File: config.mk
export PLATFORM = sky130hd
export DESIGN_NAME = vitals_frame_tx
export DESIGN_NICKNAME = d
export VERILOG_FILES = /design/src/rtl/vitals_frame_tx.sv
export SDC_FILE = /design/constraint.sdc
export NUM_CORES = 1
export LEC_CHECK = 0
export CORE_MARGIN = 10
export CORE_UTILIZATION = 26
export CTS_CLUSTER_SIZE = 8
export DETAILED_ROUTE_END_ITERATION = 12
export GPL_TIMING_DRIVEN = 1
export MAX_ROUTING_LAYER = met4
export PLACE_DENSITY = 0.43
export SETUP_SLACK_MARGIN = 0.3
export SLEW_MARGIN = 0
export SYNTH_ARGS = -nofsm -noshare
export SYNTH_HDL_FRONTEND = slang
export SYNTH_SLANG_ARGS = --single-unit
File: constraint.sdc
create_clock -name clk -period 10.28 [get_ports clk]
set_input_delay 3.084 -clock clk [delete_from_list [all_inputs] [get_ports clk]]
set_output_delay 3.084 -clock clk [all_outputs]
set_load 0.05 [all_outputs]
File: src/rtl/vitals_frame_tx.sv
// Snapshots N_CH channel bytes on load and sends them to the host as one 8N1
// UART frame (LSB first): header 0xA5, ch0..ch(N_CH-1), then mod-256 checksum.
module vitals_frame_tx #(
  parameter int CLKS_PER_BIT = 868,
  parameter int N_CH         = 4
) (
  input  logic              clk,
  input  logic              rst,
  input  logic              load,
  input  logic [8*N_CH-1:0] ch_data,
  output logic              tx,
  output logic              busy,
  output logic              frame_done,
  output logic              dropped
);
  // state | meaning
  // IDLE  | line high, waiting for load
  // START | start bit (0) of the current byte
  // DATA  | 8 data bits of the current byte, LSB first
  // STOP  | stop bit (1); the checksum byte's stop bit ends the frame
  typedef enum logic [1:0] {IDLE, START, DATA, STOP} state_t;

  localparam int             CW       = $clog2(CLKS_PER_BIT);
  localparam logic [CW-1:0]  BIT_LAST = CW'(CLKS_PER_BIT - 1);
  localparam logic [4:0]     IDX_CHK  = 5'(N_CH + 1);
  localparam logic [7:0]     HEADER   = 8'hA5;

  state_t              state_q, state_d;
  logic [CW-1:0]       cnt_q, cnt_d;
  logic [2:0]          bit_q, bit_d;
  logic [4:0]          idx_q, idx_d;
  logic [8*N_CH-1:0]   snap_q, snap_d;
  logic [7:0]          chk_q, chk_d;
  logic [7:0]          shift_q, shift_d;
  logic                tx_q, tx_d;
  logic                busy_q, busy_d;
  logic                done_q, done_d;
  logic                drop_q, drop_d;
  logic [7:0]          sum_in;
  logic [7:0]          next_byte;
  logic [4:0]          idx_nxt;

  // Checksum is taken from the same bus value that gets latched, so it
  // always matches the snapshot.
  always_comb begin
    sum_in = '0;
    for (int i = 0; i < N_CH; i++) sum_in = sum_in + 8'(ch_data >> (8 * i));
  end

  always_comb begin
    idx_nxt   = idx_q + 5'd1;
    next_byte = chk_q;
    for (int i = 0; i < N_CH; i++)
      if (idx_nxt == 5'(i + 1)) next_byte = 8'(snap_q >> (8 * i));
  end

  always_comb begin
    state_d = state_q;
    cnt_d   = cnt_q;
    bit_d   = bit_q;
    idx_d   = idx_q;
    snap_d  = snap_q;
    chk_d   = chk_q;
    shift_d = shift_q;
    tx_d    = tx_q;
    busy_d  = busy_q;
    done_d  = 1'b0;
    drop_d  = load & busy_q;
    unique case (state_q)
      IDLE: begin
        if (load) begin
          state_d = START;
          snap_d  = ch_data;
          chk_d   = sum_in;
          shift_d = HEADER;
          idx_d   = '0;
          cnt_d   = BIT_LAST;
          tx_d    = 1'b0;
          busy_d  = 1'b1;
        end
      end
      START: begin
        if (cnt_q == '0) begin
          state_d = DATA;
          cnt_d   = BIT_LAST;
          bit_d   = '0;
          tx_d    = shift_q[0];
          shift_d = {1'b0, shift_q[7:1]};
        end else begin
          cnt_d = cnt_q - CW'(1);
        end
      end
      DATA: begin
        if (cnt_q == '0) begin
          cnt_d = BIT_LAST;
          if (bit_q == 3'd7) begin
            state_d = STOP;
            tx_d    = 1'b1;
          end else begin
            bit_d   = bit_q + 3'd1;
            tx_d    = shift_q[0];
            shift_d = {1'b0, shift_q[7:1]};
          end
        end else begin
          cnt_d = cnt_q - CW'(1);
        end
      end
      STOP: begin
        if (cnt_q == '0) begin
          if (idx_q == IDX_CHK) begin
            state_d = IDLE;
            busy_d  = 1'b0;
            done_d  = 1'b1;
            tx_d    = 1'b1;
          end else begin
            // Next byte starts immediately: no idle gap inside a frame.
            state_d = START;
            idx_d   = idx_nxt;
            shift_d = next_byte;
            cnt_d   = BIT_LAST;
            tx_d    = 1'b0;
          end
        end else begin
          cnt_d = cnt_q - CW'(1);
        end
      end
      default: state_d = IDLE;
    endcase
  end

  always_ff @(posedge clk) begin
    if (rst) begin
      state_q <= IDLE;
      cnt_q   <= '0;
      bit_q   <= '0;
      idx_q   <= '0;
      snap_q  <= '0;
      chk_q   <= '0;
      shift_q <= '0;
      tx_q    <= 1'b1;
      busy_q  <= 1'b0;
      done_q  <= 1'b0;
      drop_q  <= 1'b0;
    end else begin
      state_q <= state_d;
      cnt_q   <= cnt_d;
      bit_q   <= bit_d;
      idx_q   <= idx_d;
      snap_q  <= snap_d;
      chk_q   <= chk_d;
      shift_q <= shift_d;
      tx_q    <= tx_d;
      busy_q  <= busy_d;
      done_q  <= done_d;
      drop_q  <= drop_d;
    end
  end

  assign tx         = tx_q;
  assign busy       = busy_q;
  assign frame_done = done_q;
  assign dropped    = drop_q;
endmodule

==> metrics.csv, run 1 <==
stage,metric,value,unit
outcome,status,finished clean,
synthesis,seq_area_frac_synth,0.341,
clocking,h-tree-depth,3,
worst_setup_path,critPathLaunchType,input port,
synthesis,synth_cell_types,60,
synthesis,syn_area_per_cell,8.01,um^2
worst_setup_path,crit_fanout,3,
floorplanning,boundaryPins,39,
routing,wl_per_cell,15.3,um
synthesis,yosys_register_bits,72,
grt,grt_pass1_wl,20000,um
synthesis,synthArstFlopShare,0,
synthesis,synthCells,528,
routing,final_antenna_net_count,0,
worst_setup_path,crit-reg2reg-launch,idx_q[1],
sta,timing.final.crit_share,0.569,
clocking,clock_latency,0.35,ns
hold_path,hp-start,chk_q[0],
synthesis,netlist_area,4230,um^2
clocking,tritoncts,yes,
worst_setup_path,crit_required,10.50,ns
synthesis,synth_flop_cell,dfxtp_1,
routing,drt-total-wl,11800,um
worst_setup_path,rr_worst_depth,7,
floorplanning,die_h,148,um
floorplanning,coreArea,15900,um^2
clocking,cts_setup_buffers,0,
place,gp_congestion,0.804,
synthesis,synth_edf_count,0,
sta,setup_viol,0,
sta,post-route-min-period,5.84,ns
floorplanning,start_util,0.265,
clocking,clock_path_buffers,2,
place,hpwlAfterDp,8510,um
floorplanning,rows,46,
sta,rsz0062_at_grt,no,
cells_and_area,syn_to_final_growth,20.2,%
power_and_ir_drop,power_density,231,nW/um^2
hold_path,hold_path.class,register to register,
synthesis,syn_nets,596,
routing,dr.first_iter.drc_count,173,
clocking,cts.sinks,72,
worst_setup_path,rr_endpoint,cnt_q[2],
grt,grt_antenna_before_repair,0,
run,max_cap_viol_count,0,
clocking,cts_made_buffers,9,
power_and_ir_drop,p_leak,1.99,nW
clocking,cts.hold.buffers_added,0,
floorplanning,die_width,148,um
synthesis,yosys_warnings,0,
routing,dr.pass1.iters,4,
floorplanning,fp.dieArea,21800,um^2
clocking,cts_root_buf,clkbuf_16,
sta,relSlewSlack,0.450,
sta,fmax,0.171,GHz
cells_and_area,utilization,0.319,
routing,avgViaCountPerCell,4.73,
sta,fin_skew,0.00799,ns
sta,hold_viol,0,
clocking,clk_pin_slew,0.06,ns
worst_setup_path,r2r_setup_slack,7.83,ns
cells_and_area,drive_gt1_frac,0.0556,
power_and_ir_drop,ir_drop,0.0929,mV
grt,grt_max_degree,70,
worst_setup_path,crit_arrival,6.06,ns
sta,tightest_slew,0.824,ns
clocking,cts_resized,0,
cells_and_area,diodes,0,
sta,fin_setup_tns,0,ns
sta,report.final.slew_viol_count,0,
grt,grt_pass1_vias,3785,
grt,grt.total_usage,0.117,
power_and_ir_drop,totalPowerFinal,1.17,mW
worst_setup_path,worstSetupPathType,input port to register,
grt,overflow,0,
routing,drcViolationCount,0,
cells_and_area,finalNetCount,621,
hold_path,holdPathStages,2,
routing,vias,3661,
worst_setup_path,crit_path_end_kind,register,
place,port_buffers,38,
hold_path,whs_endpoint,chk_q[0],
## power breakdown
group | total [mW] | switching (mW) | internal (mW)
Sequential | 0.388 | 0.0444 | 0.343
Combinational | 0.463 | 0.289 | 0.174
Clock | 0.323 | 0.129 | 0.193
Total | 1.17 | 0.462 | 0.711
## sequential cells by signal (all words and copies together) (netlist names)
name / cells
bit_q: 3
busy: 1
chk_q: 8
cnt_q: 10
dropped: 1
frame_done: 1
idx_q: 5
shift_q: 8
snap_q: 32
state_q: 2
tx: 1
## Yosys cell counts (all sizes together), types with 5 or more instances
cell | instances | area share
a211oi | 5 | 0.0089
nand3 | 8 | 0.0095
o21ai | 22 | 0.026
clkbuf | 19 | 0.017
nand2b | 5 | 0.0074
xnor2 | 8 | 0.017
a21oi | 63 | 0.077
nand2 | 92 | 0.083
a31oi | 9 | 0.013
o2bb2ai | 5 | 0.012
fa | 14 | 0.066
nor2b | 12 | 0.018
dfxtp | 72 | 0.34
inv | 51 | 0.045
a22oi | 8 | 0.014
nor3 | 15 | 0.023
ha | 19 | 0.056
buf | 8 | 0.0098
nor2 | 30 | 0.027
o22ai | 8 | 0.012
## worst max-delay path: stages
cell	delay, ns
clkdlybuf4s50_1	0.48
inv_1	0.06
fa_1	0.53
inv_1	0.05
fa_1	0.51
ha_1	0.16
inv_1	0.05
fa_1	0.37
nor2b_1	0.20
nor3_1	0.09
o21bai_1	0.15
a21oi_1	0.09
xnor2_1	0.15
a21oi_1	0.08
## layout by cell type (no fill, tap or decap), types with 2 or more instances in the layout
cell / synthesis / routed
a211oi_1: 5 / 5
nand2_1: 91 / 91
buf_4: 2 / 3
o21ai_0: 18 / 18
nor2b_1: 12 / 12
a22oi_1: 8 / 8
nor4b_1: 2 / 2
a221oi_1: 4 / 4
and2_1: 4 / 4
fa_1: 14 / 14
clkinv_2: 0 / 4
nand2b_1: 5 / 5
nor3_2: 2 / 2
xnor2_1: 8 / 8
a21oi_1: 62 / 62
a31oi_1: 9 / 9
inv_1: 51 / 51
ha_1: 19 / 19
nor3b_1: 2 / 2
o22ai_1: 8 / 8
mux2i_1: 4 / 4
dfxtp_1: 72 / 72
nand3_1: 8 / 8
o2bb2ai_1: 4 / 4
nor2_1: 29 / 29
nand4b_1: 2 / 2
and3_1: 4 / 4
clkdlybuf4s50_1: 0 / 37
a311oi_1: 4 / 4
nor3_1: 12 / 12
a41o_1: 2 / 2
o21ai_1: 4 / 4
o211ai_1: 3 / 3
clkbuf_16: 0 / 9
a2bb2oi_1: 4 / 4
## layout make-up
class | instances | area, um^2
Multi-Input combinational cell | 378 | 2490
Fill cell | 1712 | 10900
Timing Repair Buffer | 41 | 398
Clock buffer | 10 | 239
Clock inverter | 6 | 58.8
Sequential cell | 72 | 1440
Tap cell | 216 | 270
Inverter | 51 | 191
## stage by stage
step                cell area (um^2)  cells  hold WS (ns)  setup slack [ns]
floorplan                       4230    528         0.432              4.74
global placement                4790    758         0.442              4.10
detailed placement              4790    758         0.449              4.07
CTS                             5080    774         0.457              4.44
global route                    5080    774         0.478              4.24
finish                          5080    774         0.455              4.44
## routing by layer
layer | track usage | routed length (um) | part of all wire
met5 | - | 0 | 0
met4 | 0.0322 | 142 | 0.012
met3 | 0.0351 | 392 | 0.033
met2 | 0.188 | 5750 | 0.49
met1 | 0.141 | 5530 | 0.47
## cell families (layout without fill, tap and decap cells)
| kind of cell | Yosys count | count (layout) | share of synthesized area |
|---|---|---|---|
| AND/OR/NAND/NOR | 184 | 184 | 0.210 |
| AO/OA/AOI/OAI | 149 | 149 | 0.229 |
| buffers and inverters | 78 | 108 | 0.0718 |
| flip-flops | 72 | 72 | 0.341 |
| adder cells (fa/ha/maj) | 33 | 33 | 0.122 |
| XOR/XNOR | 8 | 8 | 0.0166 |
| multiplexers | 4 | 4 | 0.00946 |
## worst max-delay path by stage
stage	start	endpoint	cells after the start
2_1_floorplan	ch_data[1]	chk_q[7]	13
3_3_place_gp	ch_data[1]	chk_q[7]	14
3_5_place_dp	ch_data[1]	chk_q[7]	14
4_1_cts	ch_data[1]	chk_q[7]	14
5_1_grt	ch_data[1]	chk_q[7]	14
6_report	ch_data[1]	chk_q[7]	14
No activity file was read; power rests on OpenSTA's default activity.
==> run 2: changes to the inputs <==
clock period = 5.9 ns   (was 10.28 ns; I/O delays follow)
==> metrics.csv, run 2 (synthesized netlist as in run 1, its figures left out) <==
stage,metric,value,unit,change
sta,hold_viol,0,,unchanged
hold_path,hold_path.class,register to register,,unchanged
power_and_ir_drop,pwr-share-seq,0.324,,was 0.331
floorplanning,boundaryPins,39,,unchanged
hold_path,holdPathStages,2,,unchanged
sta,report.final.slew_viol_count,0,,unchanged
sta,setup_viol,0,,unchanged
grt,grt.total_usage,0.116,,was 0.117
routing,wl_per_cell,15.4,um,was 15.3 um
floorplanning,die_h,148,um,unchanged
grt,grt_antenna_before_repair,0,,unchanged
worst_setup_path,crit_arrival,4.78,ns,was 6.06 ns
clocking,h-tree-depth,3,,unchanged
worst_setup_path,crit-reg2reg-launch,state_q[0],,was idx_q[1]
floorplanning,start_util,0.265,,unchanged
place,place_ws,0.956,ns,was 4.07 ns
power_and_ir_drop,p_leak,1.99,nW,about the same
sta,timing.final.crit_share,0.777,,
grt,grt_max_degree,49,,was 70
clocking,clk_pin_slew,0.06,ns,about the same
cells_and_area,finalNetCount,621,,unchanged
clocking,cts_setup_buffers,0,,unchanged
clocking,clock_latency,0.35,ns,about the same
sta,relSlewSlack,0.340,,was 0.450
sta,fin_setup_tns,0,ns,unchanged
floorplanning,rows,46,,unchanged
sta,post-route-min-period,4.59,ns,
routing,final_antenna_net_count,0,,unchanged
power_and_ir_drop,intPower,1.27,mW,was 0.711 mW
clocking,tritoncts,yes,,unchanged
place,port_buffers,38,,unchanged
routing,vias,3694,,"was 3,661"
power_and_ir_drop,p_clk_frac,0.288,,was 0.275
power_and_ir_drop,swShare,0.391,,was 0.394
outcome,status,finished clean,,unchanged
routing,drt-total-wl,11900,um,"was 11,800 um"
sta,hold_slack,0.456,ns,was 0.455 ns
clocking,clock_path_buffers,2,,unchanged
clocking,cts.hold.buffers_added,0,,unchanged
clocking,cts_resized,0,,unchanged
power_and_ir_drop,power_density,409,nW/um^2,was 231 nW/um^2
worst_setup_path,crit_fanout,3,,unchanged
clocking,cts_made_buffers,9,,unchanged
cells_and_area,top_regs,"snap_q: 32 flops, cnt_q: 10 flops",,unchanged
place,hpwlAfterDp,8710,um,was 8510 um
run,max_cap_viol_count,0,,unchanged
routing,drcViolationCount,0,,unchanged
grt,overflow,0,,unchanged
power_and_ir_drop,ir_drop,0.155,mV,was 0.0929 mV
clocking,cts.sinks,72,,unchanged
power_and_ir_drop,p_sw,0.819,mW,was 0.462 mW
sta,tightest_slew,0.990,ns,was 0.824 ns
routing,dr.first_iter.drc_count,198,,was 173
worst_setup_path,rr_worst_depth,6,,was 7
floorplanning,die_width,148,um,unchanged
worst_setup_path,crit_required,6.10,ns,was 10.50 ns
worst_setup_path,critPathLaunchType,input port,,unchanged
routing,dr.pass1.iters,4,,unchanged
cells_and_area,final_common_cell,nand2_1,,unchanged
worst_setup_path,worstSetupPathType,input port to register,,unchanged
hold_path,hp-start,chk_q[1],,was chk_q[0]
cells_and_area,drive_gt1_frac,0.0556,,unchanged
power_and_ir_drop,p_comb_frac,0.387,,was 0.395
cells_and_area,most-common-layout-cells,"nand2_1, dfxtp_1, a21oi_1",,unchanged
floorplanning,fp.dieArea,21800,um^2,unchanged
sta,fmax,0.218,GHz,
cells_and_area,diodes,0,,unchanged
worst_setup_path,setup.worst_path.start,ch_data[1],,unchanged
worst_setup_path,r2r_setup_slack,3.45,ns,was 7.83 ns
cells_and_area,regMostFlops,snap_q,,unchanged
floorplanning,coreArea,15900,um^2,unchanged
grt,grt_pass1_wl,19800,um,"was 20,000 um"
grt,grt_pass1_vias,3772,,"was 3,785"
sta,rsz0062_at_grt,no,,unchanged
sta,fin_skew,0.0108,ns,was 0.00799 ns
cells_and_area,fillers,1709,,"was 1,712"
cells_and_area,largest_register_ffs,32,,unchanged
place,gp_congestion,0.792,,was 0.804
worst_setup_path,crit_path_end_kind,register,,unchanged
clocking,cts_root_buf,clkbuf_16,,unchanged
sta,finalWorstSetupSlack,1.31,ns,was 4.44 ns
cells_and_area,syn_to_final_growth,20.7,%,was 20.2%
routing,avgViaCountPerCell,4.77,,was 4.73
## run 2: cell count changes in the layout (fill, tap and decap cells not counted)
| cell | delta |
|---|---|
| clkinv_2 | -3 |
| bufinv_16 | +1 |
| clkinvlp_4 | +3 |
| clkbuf_8 | -1 |
## run 2: critical path: stages
cell and delay (ns):
clkdlybuf4s50_1 0.48, inv_1 0.06, fa_1 0.54, inv_1 0.06, fa_1 0.51, ha_1 0.17, inv_1 0.05, fa_1 0.37
nor2b_1 0.21, nor3_1 0.09, o21bai_1 0.15, a21oi_1 0.09, xnor2_1 0.16, a21oi_1 0.08
## run 2: through the flow
| step | instances | power, mW | util | cell area, um^2 |
|---|---|---|---|---|
| after floorplan | 528 | 1.29 | - | 4230 |
| after global placement | 758 | 1.50 | 0.300 | 4790 |
| after detailed placement | 758 | 1.51 | 0.300 | 4790 |
| after CTS | 774 | 2.12 | 0.320 | 5110 |
| after global routing | 774 | 2.26 | 0.320 | 5110 |
| final | 774 | 2.09 | 0.320 | 5110 |
## run 2: layer usage
metal / global-route usage / wire [um] / part of all wire
met5: - / 0 / 0
met3: 0.0275 / 397 / 0.033
met1: 0.137 / 5600 / 0.47
met2: 0.192 / 5720 / 0.48
met4: 0.0357 / 171 / 0.014
## run 2: path summary, 6_finish.rpt
kind,end
max,chk_q[7]
min,chk_q[1]
max reg2reg,snap_q[16]
min reg2reg,chk_q[1]
## run 2: power by group through the flow
stage	Clock (mW)	Combinational [mW]	Sequential [mW]
6_report	0.603	0.810	0.679
5_1_grt	0.638	0.927	0.694
4_1_cts	0.620	0.822	0.678
3_5_place_dp	0	0.818	0.688
3_3_place_gp	0	0.812	0.686
2_1_floorplan	0	0.600	0.687
## run 2: layout make-up
cell class / count / area (um^2) / share of cell area
Tap cell: 216 / 270 / 0.0529
Inverter: 51 / 191 / 0.0375
Multi-Input combinational cell: 378 / 2490 / 0.487
Clock inverter: 7 / 96.3 / 0.0189
Sequential cell: 72 / 1440 / 0.282
Timing Repair Buffer: 41 / 398 / 0.0779
Clock buffer: 9 / 225 / 0.0441
